`src/rtl/flopr_pipe_pkg.sv`:
```
// Shared constants for the flopr_pipe register pipeline.
// The id-to-label helper exists only when FLOPR_PIPE_TRACE_EN is defined.
package flopr_pkg;

  localparam logic [2:0] FLOPR_ID_DATA   = 3'b000;
  localparam logic [2:0] FLOPR_ID_RD1    = 3'b001;
  localparam logic [2:0] FLOPR_ID_RD2    = 3'b010;
  localparam logic [2:0] FLOPR_ID_ALUOUT = 3'b011;

  localparam int FLOPR_PIPE_MAX_DEPTH = 8;

`ifdef FLOPR_PIPE_TRACE_EN
  function automatic string flopr_label(input logic [2:0] id);
    case (id)
      FLOPR_ID_DATA:   return "DATA";
      FLOPR_ID_RD1:    return "RD1";
      FLOPR_ID_RD2:    return "RD2";
      FLOPR_ID_ALUOUT: return "ALUOut";
      default:         return "PIPE";
    endcase
  endfunction
`endif

endpackage

```
`src/rtl/flopr_pipe_stage.sv`:
```
// One valid+data register of flopr_pipe. Data loads only with a valid word,
// so a bubble clears the valid bit but keeps the previous data.
module flopr_pipe_stage
  import flopr_pkg::*;
#(
  parameter int WIDTH = 32
) (
  input  logic             clk,
  input  logic             reset,
  input  logic             load,
  input  logic             flush,
  input  logic             d_valid,
  input  logic [WIDTH-1:0] d_data,
  output logic             q_valid,
  output logic [WIDTH-1:0] q_data
);

  always_ff @(posedge clk) begin
    if (!reset) begin
      q_valid <= 1'b0;
      q_data  <= '0;
    end else if (flush) begin
      q_valid <= 1'b0;
    end else if (load) begin
      q_valid <= d_valid;
      if (d_valid) q_data <= d_data;
    end
  end

endmodule

```
`src/rtl/flopr_pipe.sv`:
```
// DEPTH-stage stallable, flushable register pipeline with valid/ready handshake
// and bubble collapse. Optional trace output under FLOPR_PIPE_TRACE_EN.
module flopr_pipe
  import flopr_pkg::*;
#(
  parameter  int WIDTH = 32,
  parameter  int DEPTH = 2,
  localparam int CNT_W = $clog2(DEPTH + 1)
) (
  input  logic             clk,
  input  logic             reset,
  input  logic [2:0]       id,
  input  logic             flush,
  input  logic             in_valid,
  output logic             in_ready,
  input  logic [WIDTH-1:0] in_data,
  output logic             out_valid,
  input  logic             out_ready,
  output logic [WIDTH-1:0] out_data,
  output logic [CNT_W-1:0] occupancy
);

  if (DEPTH < 1 || DEPTH > FLOPR_PIPE_MAX_DEPTH) begin : g_bad_depth
    $error("flopr_pipe: DEPTH out of range 1..8");
  end

  logic [DEPTH-1:0] vld;
  logic [DEPTH-1:0] adv;
  logic [WIDTH-1:0] dat [DEPTH];
  logic             in_fire;
  logic             out_fire;
  logic [CNT_W-1:0] occ;

  // A stage may advance when it is empty or the stage ahead advances;
  // this lets words slide into holes while the tail is stalled.
  always_comb begin
    adv = '0;
    adv[DEPTH-1] = !vld[DEPTH-1] | out_ready;
    for (int unsigned k = 1; k < DEPTH; k++) begin
      adv[DEPTH-1-k] = !vld[DEPTH-1-k] | adv[DEPTH-k];
    end
  end

  assign in_ready  = adv[0] & !flush;
  assign in_fire   = in_valid & in_ready;
  assign out_valid = vld[DEPTH-1];
  assign out_data  = dat[DEPTH-1];
  assign out_fire  = out_valid & out_ready;
  assign occupancy = occ;

  for (genvar k = 0; k < DEPTH; k++) begin : g_stage
    logic             d_valid;
    logic [WIDTH-1:0] d_data;

    if (k == 0) begin : g_head
      assign d_valid = in_valid;
      assign d_data  = in_data;
    end else begin : g_body
      assign d_valid = vld[k-1];
      assign d_data  = dat[k-1];
    end

    flopr_pipe_stage #(.WIDTH(WIDTH)) u_stage (
      .clk     (clk),
      .reset   (reset),
      .load    (adv[k]),
      .flush   (flush),
      .d_valid (d_valid),
      .d_data  (d_data),
      .q_valid (vld[k]),
      .q_data  (dat[k])
    );
  end

  always_ff @(posedge clk) begin
    if (!reset) begin
      occ <= '0;
    end else if (flush) begin
      occ <= '0;
    end else if (in_fire && !out_fire) begin
      occ <= occ + 1'b1;
    end else if (!in_fire && out_fire) begin
      occ <= occ - 1'b1;
    end
  end

`ifdef FLOPR_PIPE_TRACE_EN
  logic [CNT_W-1:0] dropped;
  assign dropped = occ - CNT_W'(out_fire);

  always_ff @(posedge clk) begin
    if (reset) begin
      if (in_fire)
        $display("%s in  occ=%0d data=%h", flopr_label(id), occ, in_data);
      if (out_fire)
        $display("%s out occ=%0d data=%h", flopr_label(id), occ, out_data);
      if (flush && dropped != '0)
        $display("%s flush dropped=%0d", flopr_label(id), dropped);
    end
  end
`else
  logic unused_id;
  assign unused_id = ^id;
`endif

endmodule

```
`config.mk`:
```
export PLATFORM = sky130hd
export DESIGN_NAME = flopr_pipe
export DESIGN_NICKNAME = d
export VERILOG_FILES = /design/src/rtl/flopr_pipe_pkg.sv /design/src/rtl/flopr_pipe_stage.sv /design/src/rtl/flopr_pipe.sv
export SDC_FILE = /design/constraint.sdc
export NUM_CORES = 1
export LEC_CHECK = 0
export ABC_CLOCK_PERIOD_IN_PS = 1800
export CAP_MARGIN = 15
export CORE_MARGIN = 2
export CORE_UTILIZATION = 45
export CTS_BUF_LIST = sky130_fd_sc_hd__clkbuf_4
export CTS_CLUSTER_DIAMETER = 120
export CTS_CLUSTER_SIZE = 16
export DETAILED_ROUTE_END_ITERATION = 16
export PLACE_DENSITY = 0.78
export SLEW_MARGIN = 20
export SYNTH_ARGS = -nofsm -noshare
export SYNTH_HDL_FRONTEND = slang
export SYNTH_SLANG_ARGS = --single-unit
```
`constraint.sdc`:
```
create_clock -name clk -period 1.8 [get_ports clk]
set_input_delay 0.36 -clock clk [delete_from_list [all_inputs] [get_ports clk]]
set_output_delay 0.36 -clock clk [all_outputs]
set_load 0.03 [all_outputs]
```
* After elaboration in Yosys (flattened, before gate mapping) *
Cells that the tools add are included.

word-level totals
  register bits = 68
  input port bits = 40

operators by class
  add/subtract/negate cells = 2
  mux-type cells = 2
  bitwise operators = 7
  reductions and logical operators = 11

operator list
  cell                   number
  $reduce_and A3 Y1      2
  $logic_not A1 Y1       5
  $mux W2                2
  $and A1 B1 Y1          3
  $add A2 B1 Y2 const B  1
  $logic_and A1 B1 Y1    2
  $not A1 Y1             2
  $or A1 B1 Y1           2
  $reduce_bool A2 Y1     1
  $reduce_or A2 Y1       1
  $sub A2 B1 Y2 const B  1

* Longest topological paths before layout *
  depth after elaboration = 9
  mapped depth = 8
  depth with buffers taken out = 6

* Cells and area by module *
From an unflattened synthesis, not the netlist that was laid out.

unflattened totals
  cells, all modules = 302
  area, all modules = 2,832.7 sq um

modules (own cells, without submodules)
  module            times used  cells an instance  area each (sq um)
  flopr_pipe_stage  2           143                1,352.5
  flopr_pipe        1           16                 127.6

* Least setup slack after synthesis *
No wires, ideal clock.

  path kind = flip-flop to flip-flop
  from = reg g_stage[1].u_stage.q_valid
  to = reg occ[1], in the netlist occupancy[1]
  arrival time = 1.925 ns
  path slack = -0.195 ns
  stages on the path, launching flop included = 8
  period minus slack after synthesis = 1.995 ns
  cells stage by stage = dfxtp_1 -> nor2b_4 -> buf_6 -> a21oi_4 -> buf_12 -> ha_1 -> or3_1 -> a21oi_1

on the way
  word-level cells in the longest chain between the ends = 8
  elaborated cells between the ends (all ways) = 12
  classes of those cells = mux: 1; bitwise: 5; reduce/logical: 6

RTL lines
  element                              RTL line                text
  start, declared                      flopr_pipe_stage.sv:14  output logic q_valid,
  start signal, assigned               flopr_pipe_stage.sv:25  q_valid <= d_valid;
  $logic_not A1 Y1                     flopr_pipe.sv:38        adv[DEPTH-1] = !vld[DEPTH-1] | out_ready;
  $or A1 B1 Y1                         flopr_pipe.sv:38
  $or A1 B1 Y1                         flopr_pipe.sv:40        adv[DEPTH-1-k] = !vld[DEPTH-1-k] | adv[DEPTH-k];
  $and A1 B1 Y1                        flopr_pipe.sv:44        assign in_ready = adv[0] & !flush;
  $and A1 B1 Y1                        flopr_pipe.sv:45        assign in_fire = in_valid & in_ready;
  $logic_not A1 Y1                     flopr_pipe.sv:82        end else if (!in_fire && out_fire) begin
  $logic_and A1 B1 Y1                  flopr_pipe.sv:82
  $reduce_bool A2 Y1 (no source line)  --
  end signal, assigned                 flopr_pipe.sv:81        occ <= occ + 1'b1;
  end signal, assigned                 flopr_pipe.sv:83        occ <= occ - 1'b1;
  end, declared                        flopr_pipe.sv:32        logic [CNT_W-1:0] occ;

Several ways; a longest one is shown, not always the timed one.
A chain may end at the register's enable or synchronous reset.

* Final worst setup path *
  from = reg g_stage[1].u_stage.q_valid
  to = out in_ready

on the way
  word-level cells in the longest chain between the ends = 4

RTL lines
  element           RTL line          text
  $logic_not A1 Y1  flopr_pipe.sv:38
  $or A1 B1 Y1      flopr_pipe.sv:38
  $or A1 B1 Y1      flopr_pipe.sv:40
  $and A1 B1 Y1     flopr_pipe.sv:44
  end, declared     flopr_pipe.sv:15  output logic in_ready,

No other way between the ends.

==> results.yml <==
setup_path:
  crit_top_cell: "buf_4"
  cpMaxStageDelayCell: "dfxtp_4"
  slowest_delay_ns: 0.37
  required_ns: 1.44
  cp.buffers_inverters: 2
  cp.arrival_ns: 1.33
  r2r-start: "g_stage[1].u_stage.q_valid"
  critPathLaunchType: "register"
  path_delay_family: "flip-flops"
  r2r_slack_ns: 0.33
  endpoint_kind: "primary output"
  worstPathCellList: "nor2b_4 -> buf_4 -> a21oi_1 -> buf_4"
  worst-path-max-fanout: 4
  r2r-end: "occupancy[1]"
  setup.worst_path.class: "register to primary output"
  r2r_cells: 6
logic_synthesis:
  syn_area_per_cell_um2: 9.055
  yosys-top-cells-count: "dfxtp_1, nand2_1, a21boi_1, mux2i_1, nand3_1"
  yosys.area_share.xor_xnor_pct: 0.6281
  synth-seq-cells: 68
  synth_edf_count: 0
  yosysSeqAreaShare_pct: 48.81
  synth_top_family_by_area: "simple AND/OR/NAND/NOR gates"
  yosysUniqueCellTypes: 21
  async_reset_ff_share_pct: 0
  synth_compound_area_share_pct: 15.66
  synth_top_area_share_pct: 48.81
  ys.flop_type: "dfxtp_1"
  synth_most_common_cell: "dfxtp_1"
  synthMuxAreaShare_pct: 11.48
  yosysTopAreaCell: "dfxtp_1"
  synth_area_leaders: "dfxtp_1, mux2i_1, nand2_1"
  synth-adder-area-share_pct: 0.4486
  postSynthNetCount: 349
  synthCells: 308
  yosysWarnings: 0
  netlist_area_mm2: 0.002789
  synth-simple-area-share_pct: 16.87
timing:
  relSlewSlack_pct: 74.43
  period_share_pct: 94.14
  grt_setup_unrepaired: "false"
  tightest_slew_ns: 0.3836
  setup-violations-final: 0
  period_minus_slack_ns: 1.695
  fmax_mhz: 590.1
  drv_slew: 0
  hold_viol: 0
  finClkSkew_ns: 0.01474
detailed_routing:
  dr.pass1.iters: 4
  drc: 0
  drtAntennaViolNets: 0
  vias: 2367
  via_per_inst: 5.225
  wl_per_cell_um: 13.16
  routed_wl_um: 5962
  drt-initial-drc-count: 109
placement:
  dp.cells: 437
  dp_hpwl_um: 3730
  gp_congestion: 0.7305
  io_buffers: 72
  placed_area_mm2: 0.003570
worst_hold_path:
  hold-path-cell-count: 2
  hold_path_end: "g_stage[0].u_stage.q_data[13]"
  hp-start: "g_stage[0].u_stage.q_data[13]"
  min_path_type: "register to register"
floorplanning:
  die_h_um: 82.73
  core_mm2: 0.005956
  fp.dieArea_mm2: 0.006843
  io_pins: 76
  rows: 28
  die_w_um: 82.73
  start_util_pct: 46.83
power:
  ir_worst_vdd_mv: 0.4797
  p_seq_share_pct: 59.1
  p_clk_share_pct: 30.2
  pwr_density_cell_mw_per_mm2: 723.7
  combinationalPowerShare_pct: 10.7
  swShare_pct: 25.71
  power.switching_mw: 0.6833
  intPower_mw: 1.974
  p_leak_nw: 1.622
outcome:
  status: "finished, final reports clean"
grt:
  grt_max_degree: 98
  grtUsageTotal_pct: 19.03
  grt_pass1_vias: 2219
  overflow: 0
  grt_pass1_wl_um: 9839
  antenna_found_initial: 0
clocking:
  cts_hold_buf: 0
  cts_tree: "yes"
  worstSkewPairLatency_ns: 0.40
  post_cts_buffers: 0
  cts_repair_resize_count: 26
  clock_path_buffers: 2
  clock-sinks: 68
  cts-root-buf: "clkbuf_4"
  h-tree-depth: 3
  clk_pin_slew_ns: 0.10
  numCtsBuffers: 9
job:
  drv_cap: 0
finish:
  synthToLayoutAreaGrowth_pct: 31.67
  nets: 414
  drive_gt1_share_pct: 8.201
  stdcell_area_mm2: 0.003672
  diodes: 0
  fin_cells: 453
[worst max path at each step]
| stage | depth (start not counted) | from | to |
|---|---|---|---|
| CTS | 1 | g_stage[1].u_stage.q_data[13] | out_data[13] |
| finish | 4 | g_stage[1].u_stage.q_valid | in_ready |
| floorplan | 8 | g_stage[1].u_stage.q_valid | occupancy[1] |
| global route | 4 | g_stage[1].u_stage.q_valid | in_ready |
| global placement | 7 | out_ready | occupancy[1] |
| detailed placement | 7 | out_ready | occupancy[1] |
[placed cells by master, fill, tap and decap left out, types with 4 or more instances in the layout]
cell type	Yosys	routed
o21ai_1	30	30
clkdlybuf4s50_1	0	34
dlymetal6s2s_1	0	10
dlygate4sd2_1	0	26
nor2_1	4	4
nand2_1	65	65
clkbuf_4	0	9
buf_12	3	4
nand2b_1	4	4
nand3_1	32	32
a21boi_1	32	32
dfxtp_1	68	67
mux2i_1	32	32
buf_4	0	7
[worst register-to-register path: cells and delay by family (launching register included)]
family	cells	cell delay, ns
AOI/OAI and AO/OA	2	0.20
DFF	1	0.37
adders and majority gates	1	0.16
xor gates and xnor gates	1	0.14
and+or+nand+nor	2	0.54
[final cells by class]
| cell class | instances | area [um2] |
|---|---|---|
| sequential | 68 | 1365 |
| clock buffer | 9 | 67.56 |
| fill | 535 | 2283 |
| timing repair buffer | 82 | 830.8 |
| clock inverter | 7 | 42.54 |
| multi-input combinational | 212 | 1272 |
| tap | 75 | 93.84 |
[metrics by stage]
step                      util, %   TNS, ns  setup slack, ns  power [mW]  hold WS (ns)
final                       61.66         0           0.1055       2.658        0.4637
after global placement      59.94   -0.1205          -0.1101       1.889        0.4425
after floorplan                 -  -0.01176         -0.01176       1.772        0.4350
after global routing        61.66         0         0.006854       2.801        0.4640
after CTS                   61.24         0         0.001897       2.696        0.4657
after detailed placement    59.94   -0.5137          -0.1360       1.896        0.4500
[state kept, by name, indices dropped and copies added (netlist names)]
signal                   cells
g_stage.u_stage.q_data      64
g_stage.u_stage.q_valid      2
occupancy                    2
[power by group through the flow]
stage / Combinational [mW] / Sequential [mW] / Clock (mW)
global placement: 0.286 / 1.60 / 0
CTS: 0.288 / 1.57 / 0.837
global route: 0.309 / 1.58 / 0.914
floorplan: 0.158 / 1.61 / 0
finish: 0.285 / 1.57 / 0.802
detailed placement: 0.291 / 1.61 / 0
[cells by family (layout without fill, tap and decap cells)]
| group | count (synthesis) | after routing |
|---|---|---|
| muxes | 32 | 32 |
| AOI/OAI and AO/OA | 69 | 69 |
| xor gates and xnor gates | 2 | 2 |
| adders and majority gates | 1 | 1 |
| and+or+nand+nor | 108 | 108 |
| DFF | 68 | 68 |
| buffers and inverters | 28 | 98 |
[per-layer routing]
metal	vias up	wire, um	track usage [%]
li1	1179	-	-
met1	1122	2575	20.72
met2	60	3021	34.76
met3	6	305	5.652
met4	0	59	6.885
met5	-	0	0
(Power assumes the default switching activity.)
